<file path="src/rtl/mem_arbiter_pkg.sv">
// Shared definitions for the two-port memory arbiter: FSM state encoding and
// the layout of the packed request-field bus.
package mem_arbiter_pkg;

  typedef enum logic [1:0] {
    S_IDLE  = 2'd0,
    S_ISSUE = 2'd1,
    S_WAIT  = 2'd2
  } arb_state_e;

  // operation (1) + size (2) + extension (3)
  localparam int REQ_CTRL_W = 6;

  // Field bus layout, MSB first: {operation, size, extension, addr, data}
  function automatic int req_field_w(input int aw, input int dw);
    return REQ_CTRL_W + aw + dw;
  endfunction

endpackage

</file>
<file path="src/rtl/mem_req_slot.sv">
// One request slot: captures a requester's fields on its start pulse, holds them
// until the arbiter grants the slot, and flags starts that arrive at a bad time.
module mem_req_slot
  import mem_arbiter_pkg::*;
#(
  parameter int FW = req_field_w(64, 64)
) (
  input  logic          clk,
  input  logic          reset,
  input  logic          start,
  input  logic [FW-1:0] fields,
  input  logic          clear,
  input  logic          in_flight,
  output logic          pending,
  output logic [FW-1:0] fields_q,
  output logic          err
);

  logic accept;

  // A port that is being served, or already has a request queued, may not start again.
  assign accept = start && !pending && !in_flight;
  assign err    = start && !accept;

  // NOTE: sequential state uses non-blocking assignments so every register
  // samples pre-edge values regardless of statement order.
  always_ff @(posedge clk) begin
    if (reset) begin
      pending  <= 1'b0;
      fields_q <= '0;
    end else if (accept) begin
      pending  <= 1'b1;
      fields_q <= fields;
    end else if (clear) begin
      pending  <= 1'b0;
    end
  end

endmodule

</file>
<file path="src/rtl/mem_arbiter.sv">
// Round-robin arbiter sharing one memory_management unit between a processor
// port (0) and a loader/debug port (1), with a transaction watchdog.
module mem_arbiter
  import mem_arbiter_pkg::*;
#(
  parameter int AW      = 64,
  parameter int DW      = 64,
  parameter int TIMEOUT = 1024
) (
  input  logic          clk,
  input  logic          reset,
  input  logic          r0_start,
  input  logic          r0_operation,
  input  logic [1:0]    r0_size,
  input  logic [2:0]    r0_extension,
  input  logic [AW-1:0] r0_addr,
  input  logic [DW-1:0] r0_data,
  output logic          r0_done,
  output logic [DW-1:0] r0_rdata,
  input  logic          r1_start,
  input  logic          r1_operation,
  input  logic [1:0]    r1_size,
  input  logic [2:0]    r1_extension,
  input  logic [AW-1:0] r1_addr,
  input  logic [DW-1:0] r1_data,
  output logic          r1_done,
  output logic [DW-1:0] r1_rdata,
  output logic          mem_start,
  output logic          mem_operation,
  output logic [1:0]    mem_size,
  output logic [2:0]    mem_extension,
  output logic [AW-1:0] mem_addr,
  output logic [DW-1:0] mem_data,
  input  logic          mem_done,
  input  logic [DW-1:0] mem_i,
  output logic          owner,
  output logic          busy,
  output logic          proto_err,
  output logic          timeout_err
);

  localparam int FW = req_field_w(AW, DW);
  localparam int CW = (TIMEOUT > 1) ? $clog2(TIMEOUT) : 1;
  localparam logic [CW-1:0] WD_LAST = CW'((TIMEOUT > 0) ? TIMEOUT - 1 : 0);

  arb_state_e    state, next_state;
  logic [1:0]    pending, slot_err, clear, in_flight, done_q;
  logic [FW-1:0] slot0_q, slot1_q, fwd_q;
  logic          last_grant, grant, grant_port, fire_done, fire_timeout;
  logic [CW-1:0] wd_cnt;
  logic [DW-1:0] rdata0_q, rdata1_q;

  // The done cycle is already IDLE, so a port may re-request while its done pulse is out.
  assign in_flight[0] = (state != S_IDLE) && (owner == 1'b0);
  assign in_flight[1] = (state != S_IDLE) && (owner == 1'b1);

  mem_req_slot #(.FW(FW)) u_slot0 (
    .clk       (clk),
    .reset     (reset),
    .start     (r0_start),
    .fields    ({r0_operation, r0_size, r0_extension, r0_addr, r0_data}),
    .clear     (clear[0]),
    .in_flight (in_flight[0]),
    .pending   (pending[0]),
    .fields_q  (slot0_q),
    .err       (slot_err[0])
  );

  mem_req_slot #(.FW(FW)) u_slot1 (
    .clk       (clk),
    .reset     (reset),
    .start     (r1_start),
    .fields    ({r1_operation, r1_size, r1_extension, r1_addr, r1_data}),
    .clear     (clear[1]),
    .in_flight (in_flight[1]),
    .pending   (pending[1]),
    .fields_q  (slot1_q),
    .err       (slot_err[1])
  );

  always_ff @(posedge clk) begin
    if (reset) state <= S_IDLE;
    else       state <= next_state;
  end

  // NOTE: every signal written here gets a default first, so no path can infer a latch.
  always_comb begin
    next_state   = state;
    grant        = 1'b0;
    grant_port   = 1'b0;
    clear        = '0;
    mem_start    = 1'b0;
    fire_done    = 1'b0;
    fire_timeout = 1'b0;
    case (state)
      S_IDLE: begin
        if (|pending) begin
          grant             = 1'b1;
          grant_port        = (&pending) ? ~last_grant : pending[1];
          clear[grant_port] = 1'b1;
          next_state        = S_ISSUE;
        end
      end
      S_ISSUE: begin
        mem_start  = 1'b1;
        next_state = S_WAIT;
      end
      S_WAIT: begin
        if (mem_done) begin
          fire_done  = 1'b1;
          next_state = S_IDLE;
        end else if ((TIMEOUT != 0) && (wd_cnt == WD_LAST)) begin
          fire_timeout = 1'b1;
          next_state   = S_IDLE;
        end
      end
      default: next_state = S_IDLE;
    endcase
  end

  always_ff @(posedge clk) begin
    if (reset) begin
      owner       <= 1'b0;
      last_grant  <= 1'b1;
      fwd_q       <= '0;
      wd_cnt      <= '0;
      done_q      <= '0;
      rdata0_q    <= '0;
      rdata1_q    <= '0;
      proto_err   <= 1'b0;
      timeout_err <= 1'b0;
    end else begin
      done_q <= '0;
      wd_cnt <= (state == S_WAIT) ? wd_cnt + 1'b1 : '0;
      if (|slot_err) proto_err <= 1'b1;
      if (grant) begin
        owner      <= grant_port;
        last_grant <= grant_port;
        fwd_q      <= grant_port ? slot1_q : slot0_q;
      end
      // An aborted load returns all-ones so the requester can tell it from real data.
      if (fire_done || fire_timeout) begin
        done_q[owner] <= 1'b1;
        if (owner) rdata1_q <= fire_done ? mem_i : '1;
        else       rdata0_q <= fire_done ? mem_i : '1;
      end
      if (fire_timeout) timeout_err <= 1'b1;
    end
  end

  assign busy     = (state != S_IDLE);
  assign r0_done  = done_q[0];
  assign r1_done  = done_q[1];
  assign r0_rdata = rdata0_q;
  assign r1_rdata = rdata1_q;
  assign {mem_operation, mem_size, mem_extension, mem_addr, mem_data} = fwd_q;

endmodule

</file>
<file path="config.mk">
export PLATFORM = sky130hd
export DESIGN_NAME = mem_arbiter
export DESIGN_NICKNAME = d
export VERILOG_FILES = /design/src/rtl/mem_arbiter_pkg.sv /design/src/rtl/mem_req_slot.sv /design/src/rtl/mem_arbiter.sv
export SDC_FILE = /design/constraint.sdc
export NUM_CORES = 1
export LEC_CHECK = 0
export CORE_MARGIN = 3
export CORE_UTILIZATION = 44
export CTS_CLUSTER_SIZE = 10
export DETAILED_ROUTE_END_ITERATION = 6
export PLACE_DENSITY = 0.82
export SLEW_MARGIN = 20
export SYNTH_ARGS = -nofsm -noshare
export SYNTH_HDL_FRONTEND = slang
export SYNTH_SLANG_ARGS = --single-unit
</file>
<file path="constraint.sdc">
create_clock -name clk -period 2.2 [get_ports clk]
set_clock_uncertainty 0.05 [all_clocks]
set_input_delay 0.22 -clock clk [delete_from_list [all_inputs] [get_ports clk]]
set_output_delay 0.22 -clock clk [all_outputs]
set_load 0.05 [all_outputs]
</file>
* Yosys cells after proc, flatten, opt, wreduce, memory -nomap -nowiden
Index checks and enable logic that the tools add are counted.
** Word-level totals
- Register bits :: 550
- Bits of input ports :: 337
- Memory bits (read-only) :: 0
- Word-level logic and storage cells :: 84
- Memories :: 0
- Bits in latches :: 0
- Memory bits (writable) :: 0
** Operators by class
- Shift operators :: 0
- $lt $le $gt $ge :: 4
- Multiply operators :: 0
- Multiplexer cells :: 27
- Equality and inequality tests :: 5
- Bitwise logic cells :: 4
- Divide/modulo/power cells :: 0
- Add/sub/neg operators :: 1
- Reduce and logical (&&, ||, !) cells :: 29
** Operators with widths (count)
- two-way mux 134 bit :: 1
- two-way mux 64 bit :: 1
- two-way mux 1 bit :: 17
- adder 10 x 1 -> 10 bit, second input constant :: 1
- == test 10 bit, second input constant :: 1
- logical AND 1 bit :: 10
- two-way mux 2 bit :: 5
- AND reduction 2 bit :: 4
- OR reduction 2 bit :: 4
- zero test 1 bit :: 6
- case mux 2 bit (3 select lines) :: 1
- nonzero test 2 bit :: 3
- less-than comparator 1 x 2 -> 1 bit, second input constant :: 2
- NOT 1 bit :: 4
- inequality test 3 bit, second input constant :: 1
- demux 1 bit (select 1 bit) :: 2
- == test 2 x 1 -> 1 bit, second input constant :: 1
- == test 2 bit, second input constant :: 1
- >= comparator 1 bit, second input constant :: 2
- zero test 2 bit :: 1
- inequality test 2 bit, second input constant :: 1
- logical OR 1 bit :: 1

* Logic depth before layout (Yosys ltp)
Gate-level depths: netlist of run 1.
- Depth in word-level cells :: 10
- Depth in mapped cells :: 7
- Depth with buffers taken out :: 4

* Modules after synthesis
Synthesis of run 1 repeated with hierarchy kept, for this count alone.
** Second synthesis, totals
- Cell total of the unflattened synthesis :: 2817
- Area total of the unflattened synthesis :: 25627.1 µm²
** By module, submodules not included
- mem_arbiter :: times used 1, area an instance 13610.6 µm², cells an instance 1645
- mem_req_slot :: times used 2, area an instance 6008.3 µm², cells an instance 586

* Worst setup path after synthesis of run 1
Ideal clock, no wire load.
- Path kind :: flip-flop to flip-flop
- From :: reg owner
- To :: reg u_slot0.fields_q[84]
- Required time :: 2080 ps
- Data arrival time :: 1943 ps
- Cell stages (with the launch flop) :: 8
- Slack :: 137 ps
- Period minus slack after synthesis :: 2063 ps
- Path buffers :: 4
- Cells stage by stage :: dfxtp_1 buf_2 o21bai_1 buf_2 clkbuf_1 buf_1 nand3_1 a21oi_1
** On the way
- Word-level cells in the longest chain between the ends :: 4
** RTL lines
- start: declaration :: line mem_arbiter.sv:36 : output logic owner,
- start signal: assignment :: line mem_arbiter.sv:137 : owner <= grant_port;
- NOT 1 bit (no line)
- logical AND 1 bit :: line mem_arbiter.sv:54 : assign in_flight[0] = (state != S_IDLE) && (owner == 1'b0);
- zero test 1 bit :: line mem_req_slot.sv:22 : assign accept = start && !pending && !in_flight;
- logical AND 1 bit :: line mem_req_slot.sv:22
- end signal: assignment :: line mem_req_slot.sv:33 : fields_q <= fields;
- end: declaration :: line mem_req_slot.sv:15 : output logic [FW-1:0] fields_q,
Every way passes these cells.
A chain may end at the register's enable or synchronous reset.

* Worst setup path in the final report of run 1
- From :: reg rdata1_q[57], in the netlist r1_rdata[57]
- To :: out r1_rdata[57]
** RTL lines
- start: declaration :: line mem_arbiter.sv:51 : logic [DW-1:0] rdata0_q, rdata1_q;
- start signal: assignment :: line mem_arbiter.sv:144 : if (owner) rdata1_q <= fire_done ? mem_i : '1;
- end: declaration :: line mem_arbiter.sv:27 : output logic [DW-1:0] r1_rdata,
No word-level cell between the ends.

==> impl_metrics.yaml, run 1 <==
status:
  status: "finished clean"
cells_and_area:
  regArea_um2: 11000
  n_fill_cell: 4410
  fin_area_um2: 32500
  syn_to_final_growth_pct: 37.2
  multi_input_area_um2: 10900
  final_nets: 3655
  drive_gt1_share_pct: 8.65
  post-route-util_pct: 61.5
synthesis:
  ys_ff_latch: 550
  synth_nets: 3219
  postSynthCellCount: 2881
  syn_area_per_cell_um2: 8.22
  ys_seq_area_share_pct: 46.5
  synth_area_leaders: "dfxtp_1 47%, a21oi_1 8.7%, o21ai_0 5.8%"
  post-synth-top-area-fraction_pct: 46.5
  ys.flop_type: "dfxtp_1"
  synth_warnings: 0
  synth_cell_type_count: 41
  synth_commonest_cells: "550 x dfxtp_1, 410 x a21oi_1, 283 x clkbuf_1"
  yosysMostFrequentCell: "dfxtp_1"
  synth_area_um2: 23700
  synth-edff-count: 0
  async_reset_ff_share_pct: 0
  yosys.area.top_type: "dfxtp_1"
critical_path:
  criticalPathCategory: "reg -> out"
  critical-path-top-delay-family: "buffers and inverters"
  cp.arrival_ns: 1.88
  cp-start-kind: "register"
  path_max_fanout: 3
  cp_slowest_cell: "clkdlybuf4s50_1"
  critPathMaxStageDelay_ns: 0.90
  crit_path_end_kind: "output pin"
  cp_num_buf_inv: 1
  worstPathRequired_ns: 1.93
  cp_cell_sequence: "clkdlybuf4s50_1"
sta:
  setup_viol: 0
  timing.final.hold_violations: 0
  slew_violations: 0
  fin_crit_ns: 2.15
  fmax_ghz: 0.466
  slew_headroom_pct: 44.8
  finalCritPeriodShare_pct: 97.6
  rsz0062_at_grt: "false"
  tns_ns: 0
  tightest_slew_ns: 0.826
power:
  ir_drop_uv: 648
  cellLeakagePower_uw: 0.0106
  cellPowerDensity_nw_per_um2: 811
global_routing:
  track_usage_pct: 30.1
  top_usage_layer: "met2"
  grt_pass1_vias: 23602
  met1_usage_pct: 37.7
  met3_usage_pct: 7.69
  grt_pass1_wl_um: 137000
  gr-total-overflow: 0
  met2_usage_pct: 48.4
  grt_max_degree: 121
  antenna_found_initial: 13
drt:
  drt_wl_total_um: 90600
  vias: 24997
  viasPerCell: 6.21
  drt_iter0_markers: 2478
  detail-route-antenna-nets: 0
  wire_per_inst_um: 22.5
  drt_first_pass_iters: 6
  drc: 0
floorplanning:
  die_x_um: 238
  initial_core_util_pct: 44.8
  rows: 84
  core-area_um2: 52900
  die_h_um: 238
  io-pin-count: 606
  die-area_um2: 56600
clock_tree:
  clkSlewWorstSetupHoldPaths_ns: 0.06
  clk_latency_ns: 0.59
  cts_buffer_depth: 3
  cts-htree-levels: 3
  numCtsBuffers: 66
  cts_root_buf: "clkbuf_16"
  cts_tree: "yes"
  cts.sinks: 550
place:
  dpl_cell_area_um2: 30600
  place_congestion: 0.862
  dp_hpwl_um: 57700
  port_buffers: 605
job:
  cap_violations: 0
hold_path:
  hold_path.class: "in -> reg"
worst reg2reg max path, cell delays in order (launching register included):
cell,delay (ns)
dfxtp_1,0.38
ha_1,0.22
nand3_2,0.12
or4_4,0.67
buf_4,0.25
a221oi_1,0.30
per-layer routing:
metal | up-vias | wire (um)
li1 | 11208 | -
met1 | 11970 | 34100
met2 | 1523 | 41900
met3 | 286 | 9460
met4 | 10 | 4990
met5 | - | 53
stage by stage:
step	hold WS (ns)	cells	setup WS [ns]	power, uW
floorplan	0.318	2881	0.137	14200
CTS	0.0180	4012	0.0237	26300
finish	0.0406	4026	0.0533	26300
global placement	0.391	3930	0.158	16500
detailed placement	0.395	3930	0.105	16600
global route	0.0527	4023	0.000787	27200
logic make-up (layout without fill, tap and decap cells):
group | Yosys count | in the layout | share of synthesized area [%]
other | 0 | 8 | 0
adders and majority gates | 1 | 1 | 0.0528
muxes | 1 | 1 | 0.0423
xor gates and xnor gates | 3 | 3 | 0.111
and+or+nand+nor | 760 | 761 | 14.5
DFF | 550 | 550 | 46.5
AOI/OAI and AO/OA | 1093 | 1093 | 30.9
buffers and inverters | 473 | 921 | 7.89
sequential cells by signal (all words and copies together), names as in the netlist:
name              cells
done_q                2
fwd_q               134
last_grant            1
owner                 1
proto_err             1
r0_rdata             64
r1_rdata             64
state                 2
timeout_err           1
u_slot0.fields_q    134
u_slot0.pending       1
u_slot1.fields_q    134
u_slot1.pending       1
wd_cnt               10
report_power, final:
part           internal, uW  switching, uW
registers             10600            377
clock network          5640           4140
logic                  2100           3510
layout make-up:
| cell class | count | area share [%] |
|---|---|---|
| flip-flops and latches | 550 | 33.9 |
| inverters | 139 | 1.61 |
| clock inverters | 8 | 0.350 |
| repair buffers | 701 | 22.5 |
| multi-input cells | 1859 | 33.6 |
| clock buffers | 73 | 5.29 |
| well taps | 688 | 2.65 |
| diodes | 8 | 0.0616 |
path summary, 6_finish.rpt:
check                     from           end  slack, ns  cells after the start
setup reg to reg     wd_cnt[0]  r1_rdata[47]       0.12                      5
setup / recovery  r1_rdata[57]  r1_rdata[57]       0.05                      1
hold reg to reg      fwd_q[52]     fwd_q[52]       0.40                      2
hold / removal        mem_done  r1_rdata[20]       0.04                      3
timing repair:
item                                    CTS  global route
gates cloned                              0             1
gates resized for setup                   1             2
hold endpoints to repair                 24             0
hold buffers                              1             0
endpoints found under the setup margin    1            11
pin swaps                                 0             1
buffers inserted                          0             5
cells in the final DEF (no fill, tap or decap), types with 2 or more instances in the layout:
master             n
nor2b_1            2
o32ai_1          134
diode_2            8
buf_12            44
clkbuf_16         67
dfxtp_1          547
o21ai_0          274
buf_4             61
clkbuf_8           2
a22oi_1          135
or3b_2             2
or3_1              3
nor2b_4            2
o31ai_1            2
or4_4              2
inv_1            139
o21ai_4            2
nand3b_1           2
a221oi_1          50
nand2b_1          64
nor2_1           134
and2_1             2
inv_6              2
a21oi_1          410
clkbuf_1           4
nand2_1          264
clkinv_8           2
xnor2_1            2
nand3_1          270
nand2b_4           3
nor3b_2            2
dfxtp_4            2
or4_1              2
a221oi_2          78
clkdlybuf4s50_1  593
No activity file was read; power rests on OpenSTA's default activity.
==> run 2: changes to the inputs <==
Settings changed: HOLD_SLACK_MARGIN set to 0.1.
==> run 2 against run 1 <==
Clock-buffer cell count unchanged. Maximum frequency down 0.20%. Sequential cell count unchanged. Critical path depth unchanged. Total power about the same. Clock power about the same. Die area unchanged. Cell count about the same.
==> impl_metrics.yaml, run 2 (synthesis gave the netlist of run 1 again) <==
status:
  status: "finished clean"
drt:
  viasPerCell: 6.22
  drt_wl_total_um: 90500
  wire_per_inst_um: 22.5
  detail-route-antenna-nets: 0
  vias: 25037
  drc: 0
  drt_first_pass_iters: 6
  drt_iter0_markers: 2626
critical_path:
  criticalPathCategory: "reg -> out"
  cp-start-kind: "register"
  crit_path_end_kind: "output pin"
  reg2reg_setup_slack_ns: 0.10
  cp_cell_sequence: "clkdlybuf4s50_1"
  worstPathRequired_ns: 1.93
  cp.arrival_ns: 1.88
  critical-path-top-delay-family: "buffers and inverters"
  cp_slowest_cell: "clkdlybuf4s50_1"
  cp_num_buf_inv: 1
  path_max_fanout: 3
  critPathMaxStageDelay_ns: 0.90
power:
  cellLeakagePower_uw: 0.0107
  cellPowerDensity_nw_per_um2: 810
  p_switching_uw: 8040
  internal_power_uw: 18300
  power_frac_seq_pct: 41.6
  power_uw: 26400
  switching_share_pct: 30.5
  p_clk_share_pct: 37.1
  ir_drop_uv: 646
  p_comb_share_pct: 21.3
clock_tree:
  clkSlewWorstSetupHoldPaths_ns: 0.05
  cts_buffer_depth: 3
  cts_root_buf: "clkbuf_16"
  clk_latency_ns: 0.59
  cts_tree: "yes"
  cts-htree-levels: 3
  numCtsBuffers: 66
  cts.sinks: 550
place:
  port_buffers: 605
  place_congestion: 0.862
  dp_hpwl_um: 57700
sta:
  slew_headroom_pct: 45.3
  tightest_slew_ns: 0.818
  timing.final.hold_violations: 0
  setup_viol: 0
  slew_violations: 0
  rsz0062_at_grt: "true"
  holdWs_ns: 0.132
  fin_crit_ns: 2.15
  finalCritPeriodShare_pct: 97.8
  tns_ns: 0
  fmax_ghz: 0.465
cells_and_area:
  layout_common_cells: "592 x clkdlybuf4s50_1, 547 x dfxtp_1, 410 x a21oi_1, 274 x o21ai_0, 270 x nand3_1"
  syn_to_final_growth_pct: 37.3
  reg_top3: "fwd_q x134, u_slot0.fields_q x134, u_slot1.fields_q x134"
  drive_gt1_share_pct: 8.61
  post-route-util_pct: 61.5
  final_nets: 3657
  layout_commonest_cell: "clkdlybuf4s50_1"
global_routing:
  grt_max_degree: 121
  gr-total-overflow: 0
  track_usage_pct: 30.1
  antenna_found_initial: 13
  grt_pass1_wl_um: 137000
  grt_pass1_vias: 23620
floorplanning:
  die-area_um2: 56600
  die_h_um: 238
  die_x_um: 238
  rows: 84
  initial_core_util_pct: 44.8
  io-pin-count: 606
  core-area_um2: 52900
hold_path:
  hold_path.class: "in -> reg"
job:
  cap_violations: 0
## run 2: cell type report
type                    count  area (um^2)
multi-input cells        1858        10900
inverters                 139          522
repair buffers            704         7340
well taps                 688          861
flip-flops and latches    550        11000
fillers                  4409        20400
clock buffers              73         1720
diodes                      7         17.5
clock inverters             8          114
## run 2: repair_timing
| action | 4_1_cts | 5_1_grt |
|---|---|---|
| pin swaps | 0 | 1 |
| hold buffers | 4 | 0 |
| endpoints found under the hold margin | 47 | 0 |
| buffers inserted | 0 | 5 |
| gates resized for setup | 1 | 2 |
| setup endpoints to repair | 1 | 12 |
## run 2: worst paths after layout
check | startpoint | to | depth (start not counted)
worst min-delay path | r0_addr[7] | u_slot0.fields_q[71] | 3
worst max register to register | wd_cnt[0] | r1_rdata[47] | 5
worst max-delay path | r1_rdata[57] | r1_rdata[57] | 1
worst min register to register | fwd_q[127] | fwd_q[127] | 2
## run 2: metal layers
layer,routed length (um),track usage [%]
met2,41900,48.5
met3,9540,7.71
met4,5060,15.0
met1,33900,37.6
met5,57,0
## run 2: metrics by stage
step,cells,setup slack (ns),cell area [um^2]
floorplan,2881,0.137,23700
global placement,3930,0.158,30600
detailed placement,3930,0.105,30600
CTS,4015,0.0237,32400
global route,4025,-0.00876,32500
finish,4027,0.0489,32500
## run 2: worst register-to-register path: cells and delay by family (launching register included)
kind,cells,cell delay [ns]
simple gates,2,0.79
flops,1,0.37
compound gates,1,0.31
buf+inv,1,0.26
fa+ha+maj,1,0.22
## run 2: power groups by stage
stage	clock [uW]	sequential (uW)	combinational, uW
2_1_floorplan	0	11700	2580
3_3_place_gp	0	11100	5430
3_5_place_dp	0	11100	5490
4_1_cts	9880	10900	5540
5_1_grt	10300	11000	5940
6_report	9780	11000	5620
